<file path="src/rtl/sysarr_row_queue.sv">
// Row queue feeding a systolic array: a DEPTH-entry circular FIFO of N-lane rows.
// An empty queue presents all-zero rows so idle cycles inject zeros into the array.
module sysarr_row_queue #(
  parameter int N         = 4,
  parameter int WIDTH     = 16,
  parameter int DEPTH     = 4,
  parameter int AF_THRESH = DEPTH - 1
) (
  input  logic                       clk,
  input  logic                       RST,
  input  logic                       push_valid,
  input  logic [N*WIDTH-1:0]         push_data,
  output logic                       push_ready,
  output logic                       pop_valid,
  output logic [N*WIDTH-1:0]         pop_data,
  input  logic                       pop_ready,
  input  logic                       flush,
  output logic [$clog2(DEPTH+1)-1:0] count,
  output logic                       full,
  output logic                       empty,
  output logic                       almost_full,
  output logic                       ovf_sticky
);

  localparam int CW = $clog2(DEPTH + 1);
  localparam int PW = $clog2(DEPTH);
  localparam int RW = N * WIDTH;

  logic [RW-1:0] mem_q [DEPTH];
  logic [PW-1:0] wrPtr_q, wrPtr_d;
  logic [PW-1:0] rdPtr_q, rdPtr_d;
  logic [CW-1:0] count_q, count_d;
  logic          ovf_q, ovf_d;
  logic          pushFire, popFire;

  // Pointers wrap explicitly so non-power-of-two depths behave identically.
  function automatic logic [PW-1:0] nextPtr(input logic [PW-1:0] p);
    return (p == PW'(DEPTH - 1)) ? '0 : p + PW'(1);
  endfunction

  assign full        = (count_q == CW'(DEPTH));
  assign empty       = (count_q == '0);
  assign almost_full = (count_q >= CW'(AF_THRESH));
  assign push_ready  = !full;
  assign pop_valid   = !empty;
  assign pop_data    = empty ? '0 : mem_q[rdPtr_q];
  assign count       = count_q;
  assign ovf_sticky  = ovf_q;

  assign pushFire = push_valid && push_ready;
  assign popFire  = pop_valid && pop_ready;

  always_comb begin
    wrPtr_d = wrPtr_q;
    rdPtr_d = rdPtr_q;
    count_d = count_q;
    ovf_d   = ovf_q;
    if (flush) begin
      wrPtr_d = '0;
      rdPtr_d = '0;
      count_d = '0;
      ovf_d   = 1'b0;
    end else begin
      if (pushFire) wrPtr_d = nextPtr(wrPtr_q);
      if (popFire)  rdPtr_d = nextPtr(rdPtr_q);
      if (pushFire && !popFire) count_d = count_q + CW'(1);
      else if (popFire && !pushFire) count_d = count_q - CW'(1);
      if (push_valid && full) ovf_d = 1'b1;
    end
  end

  always_ff @(posedge clk or posedge RST) begin
    if (RST) begin
      wrPtr_q <= '0;
      rdPtr_q <= '0;
      count_q <= '0;
      ovf_q   <= 1'b0;
    end else begin
      wrPtr_q <= wrPtr_d;
      rdPtr_q <= rdPtr_d;
      count_q <= count_d;
      ovf_q   <= ovf_d;
    end
  end

  // Storage needs no reset; emptiness is tracked by count alone.
  always_ff @(posedge clk) begin
    if (pushFire && !flush) mem_q[wrPtr_q] <= push_data;
  end

endmodule

</file>
<file path="config.mk">
export PLATFORM = sky130hd
export DESIGN_NAME = sysarr_row_queue
export DESIGN_NICKNAME = d
export VERILOG_FILES = /design/src/rtl/sysarr_row_queue.sv
export SDC_FILE = /design/constraint.sdc
export NUM_CORES = 1
export LEC_CHECK = 0
export BUFFER_PORTS_ARGS = -buffer_cell sky130_fd_sc_hd__buf_2
export CAP_MARGIN = 20
export CORE_UTILIZATION = 61
export CTS_CLUSTER_SIZE = 20
export DETAILED_ROUTE_END_ITERATION = 8
export PLACE_DENSITY = 0.84
export SLEW_MARGIN = 0
export SYNTH_ARGS = -nofsm -noshare
export SYNTH_HDL_FRONTEND = slang
export SYNTH_SLANG_ARGS = --single-unit
</file>
<file path="constraint.sdc">
create_clock -name clk -period 4.9 [get_ports clk]
set_input_delay 0.49 -clock clk [delete_from_list [all_inputs] [get_ports clk]]
set_output_delay 0.49 -clock clk [all_outputs]
set_load 0.05 [all_outputs]
</file>
======== After elaboration in Yosys (flattened, before gate mapping) ========
Memories as Yosys holds them, arrays and structs flattened.
Cells that the tools add are included.
W data, S select, Z words.
word-level totals
  memories kept ........................... 1
  flip-flop bits (word level) ............. 8
  bits of input ports ..................... 69
  memory bits (writable) .................. 256
  word-level logic and storage cells ...... 43
memory list
  memory  words  width  read ports  clocked after Yosys merged registers in  wr ports  RTL line  text
  mem_q   4      64     1           0                                        1         29        logic [RW-1:0] mem_q [DEPTH];
operators by class
  reduce and logical (&&, ||, !) cells .... 16
  add/sub/neg operators ................... 4
  eq/ne operators ......................... 3
  magnitude comparators ................... 1
  mux-type cells .......................... 14
operator list
  cell                   count
  $mux W64               1
  $mux W2                6
  $mux W3                3
  $logic_and A1 B1 Y1    6
  $reduce_bool A2 Y1     3
  $logic_not A1 Y1       5
  $add A2 B1 Y2 const B  2
  $eq A2 B2 Y1 const B   2
  $mux W1                4
  $add A3 B1 Y3 const B  1
  $eq A3 B3 Y1 const B   1
  $ge A3 B2 Y1 const B   1
  $logic_not A3 Y1       1
  $reduce_bool A3 Y1     1
  $sub A3 B1 Y3 const B  1

======== Longest topological paths before layout ========
  word-level depth ........................ 8
  depth in mapped cells ................... 8

======== Worst setup path after synthesis ========
OpenSTA, ideal clock, no wires.
  path kind ............................... register to register
  start point ............................. register count_q[0], in the netlist count[0]
  end point ............................... memory mem_q[0][0] in the netlist's numbering, enable pin
  library setup time ...................... 429 ps
  slack ................................... 1267 ps
  data required time ...................... 4471 ps
  stages on the path, launching flop included .. 7
  clock period less this slack ............ 3633 ps
  arrival ................................. 3204 ps
  buffers on the path ..................... 2
  cell sequence ........................... dfrtp_1 -> buf_6 -> or3b_1 -> buf_2 -> inv_2 -> nor3_1 -> and2_1
between the ends
  longest elaborated chain between the ends .. 6
RTL lines
  element                        RTL line  text
  start: declaration             32        logic [CW-1:0] count_q, count_d;
  start signal: assignment       81        count_q <= count_d;
  $eq A3 B3 Y1                   41        assign full = (count_q == CW'(DEPTH));
  $logic_not A1 Y1               44        assign push_ready = !full;
  net push_ready                 13        output logic push_ready,
  $logic_and A1 B1 Y1            50        assign pushFire = push_valid && push_ready;
  $logic_and A1 B1 Y1            88        if (pushFire && !flush) mem_q[wrPtr_q] <= push_data;
  $mux W1                        88
  $mux W1 (not written as such)  88
  end: declaration               29
The timed path passes the listed nets, and every way through them passes these cells.

======== Worst setup path in the final report ========
  start point ............................. register rdPtr_q[0]
  end point ............................... output pop_data[3]
between the ends
  longest elaborated chain between the ends .. 2
RTL lines
  element                   RTL line  text
  start: declaration        31        logic [PW-1:0] rdPtr_q, rdPtr_d;
  start signal: assignment  80        rdPtr_q <= rdPtr_d;
  $mem_v2 Z4 W64            n/a
  $mux W64                  46        assign pop_data = empty ? '0 : mem_q[rdPtr_q];
  end: declaration          15        output logic [N*WIDTH-1:0] pop_data,
Every way passes these cells.

==> results.cfg <==
[pwr]
power.density_mw_per_mm2 = 580
p_leak_nw = 4.19
ir_drop_mv = 0.495

[hold_path]
holdCritPathClass = input pin to flop
hold_path_end = mem_q[0][43]
hold_path_depth = 1
holdCritStartpoint = push_data[43]

[timing]
tightest_slew_ns = 1.00
clock-skew-final_ns = 0.00787
final-hold-violation-count = 0
setup_tns_ns = 0
final_min_period_over_clock_period_pct = 71.9
relSlewSlack_pct = 33.3
fmax_mhz = 284
rsz0062_at_grt = false
drv_slew = 0
period_needed_ns = 3.52
final-setup-viol-count = 0

[worst_setup_path]
critPathLaunchType = flop
r2r_start = count[0]
arrival_ns = 3.03
worstPathCellList = buf_4 > mux4_2 > and2_1 > buf_2
crit_path_end_kind = output pin
crit_path_max_incr_delay_ns = 1.01
crit_required_ns = 4.41
rrSetupSlack_ns = 2.37
worstRegToRegCells = 4
reg2reg_to = mem_q[3][16]
critPathTopFamily = flip-flops
crit_type = flop to output pin
crit_fanout = 45
cp_num_buf_inv = 2
cp_slowest_cell = dfrtp_4

[floorplanning]
fp.dieArea_mm2 = 0.0174
start_util_pct = 62.1
coreArea_mm2 = 0.0165
rows = 47
io_pins = 142
die_w_um = 132
die_y_um = 132

[clocking]
clk_path_buf_depth = 3
worstSkewPairLatency_ns = 0.51
cts_made_buffers = 25
clkTransAtPathRegs_ns = 0.07
cts.htree.levels = 1
cts_resized = 0
numClockSinks = 264
cts_tree = built
ctsRootBufferMaster = clkbuf_16

[route]
drc_errors = 0
vias = 4937
routed_wirelength_mm = 18.3
first_iter_violations = 343
drtPass1Iterations = 4
vias_per_cell = 5.75
wire_per_inst_um = 21.4
ant_nets = 0

[finish]
areaGrowthSynthToFinish_pct = 16.7
fin_area_mm2 = 0.0120
fillCellCount = 990
most-common-layout-cells = edfxtp_1 (256), buf_2 (141), mux4_2 (64), and2_1 (64), clkbuf_16 (25)
final_common_cell = edfxtp_1
nNetsFinal = 693
drive_above_1_share_pct = 41.0

[synthesis]
ys_top_cells_by_area = edfxtp_1 (75%), mux4_2 (14%), and2_1 (4.1%)
yosysSeqAreaShare_pct = 76.8
synth_cells = 473
ys_ff_latch = 264
syn_nets = 548
synth_top_area_cell = edfxtp_1
yosysWarnings = 0
synth.avg_cell_area_um2 = 21.7
syn_area_mm2 = 0.0103
synth_top_cell_area_share_pct = 74.9
yosys.cell_types.count = 32

[global_route]
grtUsageTotal_pct = 21.9
grt_pass1_wl_mm = 28.7
grt_overflow = 0
antenna_found_initial = 3
grt_pass1_vias = 5372
grt_max_degree = 67

[job]
max_cap_viol_count = 0

[status]
status = complete, no violations

[place]
postPlaceCellArea_mm2 = 0.0111
dpl.hpwl_mm = 10.2
gp_congestion = 0.713
io_buffers = 141
[metal layers]
| metal | vias up | track usage [%] | part of all wire [%] |
|---|---|---|---|
| li1 | 2193 | - | - |
| met1 | 2551 | 27.9 | 39 |
| met2 | 168 | 37.7 | 52 |
| met3 | 25 | 5.56 | 6.9 |
| met4 | 0 | 5.88 | 1.4 |
| met5 | - | 0 | 0 |
[area by class of cell]
type                    instances  area (um2)  share of cell area (%)
flip-flops and latches        264        7900                    65.9
diodes                          2        5.00                  0.0418
multi-input cells             175        2200                    18.4
inverters                       9        33.8                   0.282
clock buffers                  32         702                    5.86
repair buffers                143         723                    6.04
well taps                     220         275                    2.30
clock inverters                13         143                    1.19
[through the flow]
step                power (W)  hold slack [ns]  cells  utilization (%)  setup slack, ns
global route          0.00719            0.174    857             72.5             1.12
detailed placement    0.00507            0.461    810             67.3             1.81
finish                0.00695            0.192    858             72.5             1.38
floorplan             0.00457            0.306    473                -             1.27
global placement      0.00502            0.439    810             67.3             1.82
CTS                   0.00700            0.172    856             72.5             1.26
[worst max-delay path by stage]
stage                    start           to  slack (ns)  cells past startpoint
floorplan             count[0]  mem_q[0][0]        1.27                      6
finish              rdPtr_q[0]  pop_data[3]        1.38                      4
detailed placement  rdPtr_q[0]  pop_data[3]        1.81                      4
CTS                 rdPtr_q[0]  pop_data[3]        1.26                      4
global placement    rdPtr_q[0]  pop_data[0]        1.82                      4
global route        rdPtr_q[0]  pop_data[3]        1.12                      4
[flip-flops by register name (all words and copies together), names as in the netlist]
| name | cells |
|---|---|
| count | 3 |
| mem_q | 256 |
| ovf_sticky | 1 |
| rdPtr_q | 2 |
| wrPtr_q | 2 |
[logic make-up (layout without fill, tap and decap cells)]
family / after synthesis / count (layout) / share of synthesized area, %
DFF: 264 / 264 / 76.8
and+or+nand+nor: 86 / 86 / 5.06
muxes: 68 / 68 / 14.5
buffers and inverters: 34 / 197 / 1.82
AOI/OAI and AO/OA: 15 / 15 / 1.02
adders and majority gates: 6 / 6 / 0.804
other: 0 / 2 / 0
[cells in the mapped netlist, drive strengths merged]
cell    number
o31ai        1
o21ai        3
nor3         1
a31o         1
and3b        1
a21o         2
a311oi       1
a211oi       1
and3         1
mux2         2
or3          2
nor2         9
nand3        2
mux4        64
dfrtp        8
clkbuf       9
nand2        1
o21a         1
a221oi       1
and2        68
edfxtp     256
a21oi        4
ha           5
inv          9
fa           1
or3b         1
buf         16
mux2i        2
[report_power, final]
group          total (W)  internal (W)  switching (W)
sequential       0.00273       0.00260       0.000138
combinational    0.00227      0.000664        0.00160
clock            0.00195       0.00117       0.000780
total            0.00695       0.00443        0.00252
[repair_timing]
action / 4_1_cts / 5_1_grt
buffers inserted: 0 / 0
hold buffers: 1 / 0
endpoints found under the hold margin: 8 / 0
Power figures use the tool's default switching activity.
